`src/rtl/ddr_port_arbiter_if.sv`:
```
// Requester, memory and status signals of the DDR port arbiter. The arbiter uses the slave modport.
// The SoC side, with the requesters and the memory model, uses the master modport.
interface ddr_port_arbiter_if #(
  parameter int ADDR_W = 32,
  parameter int DATA_W = 64
);
  localparam int MASK_W = DATA_W / 8;

  logic              ifu_req_vld;
  logic              ifu_req_rdy;
  logic [ADDR_W-1:0] ifu_req_addr;

  logic              lsu_req_vld;
  logic              lsu_req_rdy;
  logic [ADDR_W-1:0] lsu_req_addr;
  logic              lsu_req_we;
  logic [DATA_W-1:0] lsu_req_wdata;
  logic [MASK_W-1:0] lsu_req_wmask;

  logic              dbg_req_vld;
  logic              dbg_req_rdy;
  logic [ADDR_W-1:0] dbg_req_addr;
  logic              dbg_req_we;
  logic [DATA_W-1:0] dbg_req_wdata;
  logic [MASK_W-1:0] dbg_req_wmask;

  logic              ifu_rsp_vld;
  logic              lsu_rsp_vld;
  logic              dbg_rsp_vld;
  logic [DATA_W-1:0] rsp_data;
  logic              rsp_err;

  logic              mem_req_vld;
  logic              mem_req_rdy;
  logic [ADDR_W-1:0] mem_req_addr;
  logic              mem_req_we;
  logic [DATA_W-1:0] mem_req_wdata;
  logic [MASK_W-1:0] mem_req_wmask;
  logic              mem_rsp_vld;
  logic [DATA_W-1:0] mem_rsp_data;

  logic              busy;
  logic [1:0]        grant_id;

  modport slave (
    input  ifu_req_vld, ifu_req_addr,
    input  lsu_req_vld, lsu_req_addr, lsu_req_we, lsu_req_wdata, lsu_req_wmask,
    input  dbg_req_vld, dbg_req_addr, dbg_req_we, dbg_req_wdata, dbg_req_wmask,
    input  mem_req_rdy, mem_rsp_vld, mem_rsp_data,
    output ifu_req_rdy, lsu_req_rdy, dbg_req_rdy,
    output ifu_rsp_vld, lsu_rsp_vld, dbg_rsp_vld, rsp_data, rsp_err,
    output mem_req_vld, mem_req_addr, mem_req_we, mem_req_wdata, mem_req_wmask,
    output busy, grant_id
  );

  modport master (
    output ifu_req_vld, ifu_req_addr,
    output lsu_req_vld, lsu_req_addr, lsu_req_we, lsu_req_wdata, lsu_req_wmask,
    output dbg_req_vld, dbg_req_addr, dbg_req_we, dbg_req_wdata, dbg_req_wmask,
    output mem_req_rdy, mem_rsp_vld, mem_rsp_data,
    input  ifu_req_rdy, lsu_req_rdy, dbg_req_rdy,
    input  ifu_rsp_vld, lsu_rsp_vld, dbg_rsp_vld, rsp_data, rsp_err,
    input  mem_req_vld, mem_req_addr, mem_req_we, mem_req_wdata, mem_req_wmask,
    input  busy, grant_id
  );
endinterface

```
`src/rtl/ddr_port_arbiter.sv`:
```
// Shares one memory port between IFU, LSU and debug. Debug always wins; IFU and LSU alternate on a tie.
// One transaction in flight, at least 4 cycles; requesters see rdy=0 until IDLE, responses are never stalled.
module ddr_port_arbiter #(
  parameter int ADDR_W  = 32,
  parameter int DATA_W  = 64,
  parameter int TIMEOUT = 1024
) (
  input  logic              clk,
  input  logic              rst,
  ddr_port_arbiter_if.slave bus
);
  localparam int MASK_W = DATA_W / 8;
  localparam int CNT_W  = (TIMEOUT > 0) ? $clog2(TIMEOUT + 1) : 1;
  localparam logic [CNT_W-1:0] CNT_LAST = CNT_W'((TIMEOUT > 0) ? TIMEOUT - 1 : 0);

  localparam logic [1:0] GNT_NONE = 2'd0;
  localparam logic [1:0] GNT_IFU  = 2'd1;
  localparam logic [1:0] GNT_LSU  = 2'd2;
  localparam logic [1:0] GNT_DBG  = 2'd3;

  typedef enum logic [1:0] {IDLE, ISSUE, WAIT, RESP} state_t;

  typedef struct packed {
    logic [ADDR_W-1:0] addr;
    logic              we;
    logic [DATA_W-1:0] wdata;
    logic [MASK_W-1:0] wmask;
  } req_t;

  state_t            state;
  req_t              req_q;
  req_t              req_win;
  logic              rr_last_lsu;
  logic [CNT_W-1:0]  cnt;
  logic [1:0]        gnt;
  logic              mem_vld;
  logic              busy_q;
  logic              ifu_rsp;
  logic              lsu_rsp;
  logic              dbg_rsp;
  logic [DATA_W-1:0] rdata;
  logic              err;
  logic              idle_ok;
  logic              sel_ifu;
  logic              sel_lsu;
  logic              sel_dbg;

  // rr_last_lsu=1 means LSU was served last, so IFU wins the next tie
  always_comb begin
    idle_ok = rst && (state == IDLE);
    sel_dbg = idle_ok && bus.dbg_req_vld;
    sel_ifu = idle_ok && !bus.dbg_req_vld && bus.ifu_req_vld && (!bus.lsu_req_vld || rr_last_lsu);
    sel_lsu = idle_ok && !bus.dbg_req_vld && bus.lsu_req_vld && (!bus.ifu_req_vld || !rr_last_lsu);
    req_win = '0;
    if (sel_dbg) begin
      req_win.addr  = bus.dbg_req_addr;
      req_win.we    = bus.dbg_req_we;
      req_win.wdata = bus.dbg_req_wdata;
      req_win.wmask = bus.dbg_req_wmask;
    end else if (sel_lsu) begin
      req_win.addr  = bus.lsu_req_addr;
      req_win.we    = bus.lsu_req_we;
      req_win.wdata = bus.lsu_req_wdata;
      req_win.wmask = bus.lsu_req_wmask;
    end else if (sel_ifu) begin
      req_win.addr  = bus.ifu_req_addr;
    end
  end

  always_ff @(posedge clk) begin
    if (!rst) begin
      state       <= IDLE;
      req_q       <= '0;
      rr_last_lsu <= 1'b1;
      cnt         <= '0;
      gnt         <= GNT_NONE;
      mem_vld     <= 1'b0;
      busy_q      <= 1'b0;
      ifu_rsp     <= 1'b0;
      lsu_rsp     <= 1'b0;
      dbg_rsp     <= 1'b0;
      rdata       <= '0;
      err         <= 1'b0;
    end else begin
      ifu_rsp <= 1'b0;
      lsu_rsp <= 1'b0;
      dbg_rsp <= 1'b0;
      unique case (state)
        IDLE: begin
          if (sel_dbg || sel_ifu || sel_lsu) begin
            req_q   <= req_win;
            gnt     <= sel_dbg ? GNT_DBG : (sel_lsu ? GNT_LSU : GNT_IFU);
            mem_vld <= 1'b1;
            busy_q  <= 1'b1;
            state   <= ISSUE;
            if (!sel_dbg) rr_last_lsu <= sel_lsu;
          end
        end
        ISSUE: begin
          if (bus.mem_req_rdy) begin
            mem_vld <= 1'b0;
            cnt     <= '0;
            state   <= WAIT;
          end
        end
        WAIT: begin
          if (bus.mem_rsp_vld || ((TIMEOUT != 0) && (cnt == CNT_LAST))) begin
            ifu_rsp <= (gnt == GNT_IFU);
            lsu_rsp <= (gnt == GNT_LSU);
            dbg_rsp <= (gnt == GNT_DBG);
            rdata   <= bus.mem_rsp_vld ? bus.mem_rsp_data : '0;
            err     <= !bus.mem_rsp_vld;
            state   <= RESP;
          end else if (cnt != '1) begin
            cnt <= cnt + 1'b1;
          end
        end
        RESP: begin
          gnt    <= GNT_NONE;
          busy_q <= 1'b0;
          state  <= IDLE;
        end
        default: state <= IDLE;
      endcase
    end
  end

  assign bus.ifu_req_rdy   = sel_ifu;
  assign bus.lsu_req_rdy   = sel_lsu;
  assign bus.dbg_req_rdy   = sel_dbg;
  assign bus.ifu_rsp_vld   = ifu_rsp;
  assign bus.lsu_rsp_vld   = lsu_rsp;
  assign bus.dbg_rsp_vld   = dbg_rsp;
  assign bus.rsp_data      = rdata;
  assign bus.rsp_err       = err;
  assign bus.mem_req_vld   = mem_vld;
  assign bus.mem_req_addr  = req_q.addr;
  assign bus.mem_req_we    = req_q.we;
  assign bus.mem_req_wdata = req_q.wdata;
  assign bus.mem_req_wmask = req_q.wmask;
  assign bus.busy          = busy_q;
  assign bus.grant_id      = gnt;
endmodule

```
`src/flat_wrapper.sv`:
```
// flat-port wrapper written by rule: the top's interface ports become plain ports
module ddr_port_arbiter_flat 
#(
  parameter int ADDR_W  = 32,
  parameter int DATA_W  = 64,
  parameter int TIMEOUT = 1024
)
  (clk, rst, bus_ifu_req_vld, bus_ifu_req_addr, bus_lsu_req_vld, bus_lsu_req_addr, bus_lsu_req_we, bus_lsu_req_wdata, bus_lsu_req_wmask, bus_dbg_req_vld, bus_dbg_req_addr, bus_dbg_req_we, bus_dbg_req_wdata, bus_dbg_req_wmask, bus_mem_req_rdy, bus_mem_rsp_vld, bus_mem_rsp_data, bus_ifu_req_rdy, bus_lsu_req_rdy, bus_dbg_req_rdy, bus_ifu_rsp_vld, bus_lsu_rsp_vld, bus_dbg_rsp_vld, bus_rsp_data, bus_rsp_err, bus_mem_req_vld, bus_mem_req_addr, bus_mem_req_we, bus_mem_req_wdata, bus_mem_req_wmask, bus_busy, bus_grant_id);
  ddr_port_arbiter_if #(.ADDR_W(ADDR_W), .DATA_W(DATA_W)) bus_i ();
  input  logic clk;
  input  logic rst;
  input wire logic [$bits(bus_i.ifu_req_vld)-1:0] bus_ifu_req_vld;
  input wire logic [$bits(bus_i.ifu_req_addr)-1:0] bus_ifu_req_addr;
  input wire logic [$bits(bus_i.lsu_req_vld)-1:0] bus_lsu_req_vld;
  input wire logic [$bits(bus_i.lsu_req_addr)-1:0] bus_lsu_req_addr;
  input wire logic [$bits(bus_i.lsu_req_we)-1:0] bus_lsu_req_we;
  input wire logic [$bits(bus_i.lsu_req_wdata)-1:0] bus_lsu_req_wdata;
  input wire logic [$bits(bus_i.lsu_req_wmask)-1:0] bus_lsu_req_wmask;
  input wire logic [$bits(bus_i.dbg_req_vld)-1:0] bus_dbg_req_vld;
  input wire logic [$bits(bus_i.dbg_req_addr)-1:0] bus_dbg_req_addr;
  input wire logic [$bits(bus_i.dbg_req_we)-1:0] bus_dbg_req_we;
  input wire logic [$bits(bus_i.dbg_req_wdata)-1:0] bus_dbg_req_wdata;
  input wire logic [$bits(bus_i.dbg_req_wmask)-1:0] bus_dbg_req_wmask;
  input wire logic [$bits(bus_i.mem_req_rdy)-1:0] bus_mem_req_rdy;
  input wire logic [$bits(bus_i.mem_rsp_vld)-1:0] bus_mem_rsp_vld;
  input wire logic [$bits(bus_i.mem_rsp_data)-1:0] bus_mem_rsp_data;
  output wire logic [$bits(bus_i.ifu_req_rdy)-1:0] bus_ifu_req_rdy;
  output wire logic [$bits(bus_i.lsu_req_rdy)-1:0] bus_lsu_req_rdy;
  output wire logic [$bits(bus_i.dbg_req_rdy)-1:0] bus_dbg_req_rdy;
  output wire logic [$bits(bus_i.ifu_rsp_vld)-1:0] bus_ifu_rsp_vld;
  output wire logic [$bits(bus_i.lsu_rsp_vld)-1:0] bus_lsu_rsp_vld;
  output wire logic [$bits(bus_i.dbg_rsp_vld)-1:0] bus_dbg_rsp_vld;
  output wire logic [$bits(bus_i.rsp_data)-1:0] bus_rsp_data;
  output wire logic [$bits(bus_i.rsp_err)-1:0] bus_rsp_err;
  output wire logic [$bits(bus_i.mem_req_vld)-1:0] bus_mem_req_vld;
  output wire logic [$bits(bus_i.mem_req_addr)-1:0] bus_mem_req_addr;
  output wire logic [$bits(bus_i.mem_req_we)-1:0] bus_mem_req_we;
  output wire logic [$bits(bus_i.mem_req_wdata)-1:0] bus_mem_req_wdata;
  output wire logic [$bits(bus_i.mem_req_wmask)-1:0] bus_mem_req_wmask;
  output wire logic [$bits(bus_i.busy)-1:0] bus_busy;
  output wire logic [$bits(bus_i.grant_id)-1:0] bus_grant_id;
  assign bus_i.ifu_req_vld = bus_ifu_req_vld;
  assign bus_i.ifu_req_addr = bus_ifu_req_addr;
  assign bus_i.lsu_req_vld = bus_lsu_req_vld;
  assign bus_i.lsu_req_addr = bus_lsu_req_addr;
  assign bus_i.lsu_req_we = bus_lsu_req_we;
  assign bus_i.lsu_req_wdata = bus_lsu_req_wdata;
  assign bus_i.lsu_req_wmask = bus_lsu_req_wmask;
  assign bus_i.dbg_req_vld = bus_dbg_req_vld;
  assign bus_i.dbg_req_addr = bus_dbg_req_addr;
  assign bus_i.dbg_req_we = bus_dbg_req_we;
  assign bus_i.dbg_req_wdata = bus_dbg_req_wdata;
  assign bus_i.dbg_req_wmask = bus_dbg_req_wmask;
  assign bus_i.mem_req_rdy = bus_mem_req_rdy;
  assign bus_i.mem_rsp_vld = bus_mem_rsp_vld;
  assign bus_i.mem_rsp_data = bus_mem_rsp_data;
  assign bus_ifu_req_rdy = bus_i.ifu_req_rdy;
  assign bus_lsu_req_rdy = bus_i.lsu_req_rdy;
  assign bus_dbg_req_rdy = bus_i.dbg_req_rdy;
  assign bus_ifu_rsp_vld = bus_i.ifu_rsp_vld;
  assign bus_lsu_rsp_vld = bus_i.lsu_rsp_vld;
  assign bus_dbg_rsp_vld = bus_i.dbg_rsp_vld;
  assign bus_rsp_data = bus_i.rsp_data;
  assign bus_rsp_err = bus_i.rsp_err;
  assign bus_mem_req_vld = bus_i.mem_req_vld;
  assign bus_mem_req_addr = bus_i.mem_req_addr;
  assign bus_mem_req_we = bus_i.mem_req_we;
  assign bus_mem_req_wdata = bus_i.mem_req_wdata;
  assign bus_mem_req_wmask = bus_i.mem_req_wmask;
  assign bus_busy = bus_i.busy;
  assign bus_grant_id = bus_i.grant_id;
  ddr_port_arbiter #(.ADDR_W(ADDR_W), .DATA_W(DATA_W), .TIMEOUT(TIMEOUT)) u_core (.clk(clk), .rst(rst), .bus(bus_i));
endmodule
```
`config.mk`:
```
export PLATFORM = sky130hd
export DESIGN_NAME = ddr_port_arbiter_flat
export DESIGN_NICKNAME = d
export VERILOG_FILES = /design/src/rtl/ddr_port_arbiter_if.sv /design/src/rtl/ddr_port_arbiter.sv /design/src/flat_wrapper.sv
export SDC_FILE = /design/constraint.sdc
export NUM_CORES = 1
export LEC_CHECK = 0
export ABC_AREA = 1
export CORE_AREA = 2 2 189 191
export CTS_BUF_LIST = sky130_fd_sc_hd__clkbuf_4 sky130_fd_sc_hd__clkbuf_8 sky130_fd_sc_hd__clkbuf_16
export CTS_CLUSTER_DIAMETER = 60
export CTS_CLUSTER_SIZE = 28
export DETAILED_ROUTE_END_ITERATION = 8
export DIE_AREA = 0 0 191 193
export DONT_BUFFER_PORTS = 1
export GPL_TIMING_DRIVEN = 1
export PLACE_DENSITY = 0.48
export SKIP_LAST_GASP = 1
export SYNTH_ARGS = -nofsm -noshare
export SYNTH_HDL_FRONTEND = slang
export SYNTH_SLANG_ARGS = --single-unit
```
`constraint.sdc`:
```
create_clock -name clk -period 1.95 [get_ports clk]
set_input_delay 0.195 -clock clk [delete_from_list [all_inputs] [get_ports clk]]
set_output_delay 0.195 -clock clk [all_outputs]
set_load 0.01 [all_outputs]
```
==> impl.org <==
** Pwr
- Relative contribution of sequential cells to total power :: 0.414
- Summing internal, switching and leakage power gives 12.30 mW.
- Clock power share :: 0.291
- For this design the static power due to leakage is 4.486 nW.
- The analysis attributes to net switching a power of 4.325 mW.
- Power spread over the standard cell area amounts to 1007 nW/um^2.
- The share of total power dissipated in combinational logic is 0.295.
- VDD sags by at most 0.5895 mV.
- The internal power of the cells totals 7.975 mW.
- Of the total power, the share spent switching nets is 0.3517.

** CTS
- Clock-pin slew was measured on the worst setup and hold paths at 70 ps.
- Clock latency reported for the late side of the worst-skew pair :: 440 ps
- The cell sitting at the root of the clock tree is a sky130_fd_sc_hd__clkbuf_16.
- CTS saw 191 sinks.
- The H-tree was split into 4 levels.
- Clock tree from TritonCTS :: built
- Total clock buffers created by CTS :: 17
- Max clock buf depth :: 2

** Logic synthesis
- After technology mapping, the gate count stands at 1,116.
- Synth Area per Inst :: 7.039 sq um
- The largest total area in the synthesized netlist belongs to sky130_fd_sc_hd__dfxtp_1.
- Cell area after synthesis :: 7855 sq um
- Counting flops with an async set or reset pin after synthesis yields a share of 0.
- Number of enable flip-flop cells after synthesis :: 0
- After synthesis the netlist holds a flip-flop and latch count of 191.
- Cell types with the largest area share after synthesis :: sky130_fd_sc_hd__dfxtp_1 (49%), sky130_fd_sc_hd__nand2_1 (24%), sky130_fd_sc_hd__a21oi_1 (7.0%)
- Synthesis instantiated 26 different standard cells from the library.
- Among all flip-flop cells after synthesis, the most frequent one is sky130_fd_sc_hd__dfxtp_1.
- Post-Syn Nets :: 1,435
- Area share of the largest cell type after synthesis :: 0.4868
- Yosys printed 0 warnings.
- Seq/Total Area, Yosys :: 0.4868

** Layout
- NumNets Final :: 1,709
- From synthesis to final layout, the design area changed by 55.51%.
- The number of antenna diodes in the final layout is 0.
- In the layout the commonest cells are sky130_fd_sc_hd__nand2_1 (495), sky130_fd_sc_hd__dlygate4sd3_1 (281), sky130_fd_sc_hd__dfxtp_1 (189).
- The layout has 3,516 filler cells.
- Leading cell type in the layout, fill and taps excluded :: sky130_fd_sc_hd__nand2_1
- At the end of the flow the core is filled with cells to 0.3494.
- Share of layout cells above drive strength 1 :: 0.07061
- Once layout is complete, the cells apart from fillers number 1,863.

** Die
- Pin placement for this block handled 493 I/O pins.
- Effective utilization at floorplan :: 0.2247
- The floorplan step set the die width to 191 microns.
- Row generation in the floorplan step produced 69 rows.
- Die Area :: 36,860 sq um
- The floorplan step set the die height to 193 microns.
- After floorplanning, the core was sized to cover 34,960 sq um.

** Critical path
- Arrival time at the worst endpoint :: 1660 ps
- Crit-path max FO :: 19
- Nature of the critical path startpoint :: flop
- By instance count, the cell type seen most on the critical path is sky130_fd_sc_hd__buf_12.
- Terminus of the critical flop-to-flop path :: u_core.bus.mem_req_addr[28]
- STA classifies the critical path endpoint as an output pin.
- For this run, the slowest stage of the critical path takes 360 ps.
- Data required time at the worst endpoint :: 1750 ps
- The critical path goes through inv_1, ha_4, nand2_2, nor2_4, buf_12, buf_12.
- Worst-case reg-to-reg path depth :: 12
- Critical path class :: flop to output pin
- Worst R2R Start :: u_core.state[1]
- Worst reg2reg setup slack :: 100 ps
- Slowest cell on the critical path :: sky130_fd_sc_hd__dfxtp_4

** Placement
- Total placed cells including tap cells :: 1,543
- Setup slack at placement :: 65.65 ps
- Placer congestion estimate :: 0.8423
- Number of port buffers :: 0
- DP Wirelength :: 21.15 mm

** Route
- Wires add up to 32.94 mm.
- For this run, the detailed router's first-pass iteration total came to 6.
- In this run the remaining antenna-violating nets after routing total 0.
- After detailed routing, the average wire length per cell comes to 17.68 microns.
- In the routed design, unresolved DRC markers number 0.
- Via density :: 4.707
- After the first detailed-routing iteration, the DRC count stood at 592.
- Summing over every cut layer, the via total after detailed routing is 8,769.

** STA
- Hold violation total from the final report :: 0
- Of the available clock period, the critical path in the final layout requires 0.9488.
- Slew HR :: 0.6127
- Setup repair after global routing could not meet its margin everywhere.
- Static timing analysis puts the maximum clock frequency at 540.5 MHz.
- Number of max-slew violations in the final report :: 0
- Worst Max-Slew Pin Slew :: 576.6 ps
- After layout, the minimum clock period comes to 1850 ps.
- Post-route clock skew :: 13.58 ps
- On the final layout, the worst hold slack is 26.52 ps.
- Setup violations remaining at the end of the flow were counted as 0.
- Setup WS post-layout :: 99.76 ps

** Min path
- Hold wc startpoint :: bus_ifu_req_addr[30]
- Hold crit path type :: primary input to flop
- Number of cells on the worst hold path :: 4
- End of the worst hold path :: u_core.bus.mem_req_addr[30]

** Global route
- Pin count of the biggest net entering global routing :: 67
- Global-route wire length before repair :: 47.74 mm
- The number of antenna violations at the first check in global routing came to 0.
- Grt ovf :: 0
- In the global route stage, overall resource usage came out at 0.1679.
- The number of global-route vias before repair was 8,829.

** Outcome
- The flow ran to the end, and the final reports show no timing, DRC or antenna violations.

** Run
- Max-cap violations in this run came to 0.
[per-stage QoR]
step                      setup TNS, ps  instance area, sq um
after CTS                             0                 12170
final                                 0                 12220
after floorplan                       0                  7855
after global placement                0                  8572
after global routing             -22.40                 12220
after detailed placement              0                  8572
[layer usage]
layer | vias to the layer above | routed length [microns] | share of wire | GRT usage
met5 | - | 0 | 0 | 0
met4 | 0 | 1467 | 0.045 | 0.09779
met3 | 112 | 2762 | 0.084 | 0.05195
met2 | 497 | 15760 | 0.48 | 0.2770
met1 | 4003 | 12950 | 0.39 | 0.1922
li1 | 4157 | - | - | -
[layout make-up]
class / instances / area [sq um] / area share
tap: 461 / 576.8 / 0.04722
multi-input combinational: 822 / 3643 / 0.2983
clock buffer: 18 / 439.2 / 0.03595
clock inverter: 13 / 157.7 / 0.01291
sequential: 191 / 3829 / 0.3134
timing repair buffer: 326 / 3442 / 0.2818
inverter: 32 / 127.6 / 0.01045
[critical path, delay by kind of cell (launching register included)]
kind	cells	cell delay [ps]
and+or+nand+nor	2	220
adders and majority gates	1	160
DFF	1	360
buffers and inverters	3	460
[cell families (layout without fill, tap and decap cells)]
family | Yosys count | count (layout) | share of synthesized area
AOI/OAI and AO/OA | 191 | 191 | 0.1344
buffers and inverters | 103 | 389 | 0.05543
DFF | 191 | 191 | 0.4868
adders and majority gates | 6 | 6 | 0.009557
and+or+nand+nor | 625 | 625 | 0.3138
[cells in the mapped netlist (2+ instances only)]
master and instances:
sky130_fd_sc_hd__buf_4 4, sky130_fd_sc_hd__a31oi_1 73, sky130_fd_sc_hd__nor3_1 6, sky130_fd_sc_hd__inv_1 28, sky130_fd_sc_hd__nor2_2 3, sky130_fd_sc_hd__buf_2 21
sky130_fd_sc_hd__nand2_2 2, sky130_fd_sc_hd__clkbuf_1 45, sky130_fd_sc_hd__ha_1 6, sky130_fd_sc_hd__o21ai_0 5, sky130_fd_sc_hd__nor2_1 58, sky130_fd_sc_hd__a21oi_1 110
sky130_fd_sc_hd__nand3_1 54, sky130_fd_sc_hd__nand2_1 496, sky130_fd_sc_hd__inv_2 4, sky130_fd_sc_hd__dfxtp_1 191
[sequential cells by signal, indices dropped and copies added (netlist names)]
signal,count
u_core.bus.rsp_data,64
u_core.bus.rsp_err,1
u_core.bus.mem_req_wdata,64
u_core.bus.grant_id,2
u_core.bus.mem_req_addr,32
u_core.bus.ifu_rsp_vld,1
u_core.bus.mem_req_we,1
u_core.bus.busy,1
u_core.state,2
u_core.rr_last_lsu,1
u_core.bus.dbg_rsp_vld,1
u_core.bus.lsu_rsp_vld,1
u_core.bus.mem_req_wmask,8
u_core.cnt,11
u_core.bus.mem_req_vld,1
[how the worst max path moves through the flow]
stage               startpoint                      endpoint  depth (start not counted)
3_5_place_dp   u_core.state[0]                 u_core.cnt[5]                         10
2_1_floorplan  u_core.state[0]  u_core.bus.mem_req_wdata[57]                         11
4_1_cts        u_core.state[0]               bus_dbg_req_rdy                          6
3_3_place_gp   u_core.state[0]                 u_core.cnt[5]                         10
5_1_grt        u_core.state[1]   u_core.bus.mem_req_addr[12]                         12
6_report       u_core.state[1]               bus_dbg_req_rdy                          6
[power groups by stage]
stage / clock (mW) / sequential, mW / combinational (mW)
floorplan: 0 / 4.96 / 1.91
global placement: 0 / 5.18 / 2.74
detailed placement: 0 / 5.17 / 2.80
CTS: 3.72 / 5.09 / 3.53
global route: 3.85 / 5.15 / 4.00
finish: 3.58 / 5.09 / 3.63
[repair_timing]
action / CTS / global route
hold buffers: 281 / 0
hold endpoints to repair: 177 / 0
pin swaps: 1 / 1
endpoints found under the setup margin: 2 / 133
buffers inserted: 3 / 0
cloned: 5 / 0
gates resized for setup: 2 / 12
No activity file was read; power rests on OpenSTA's default activity.
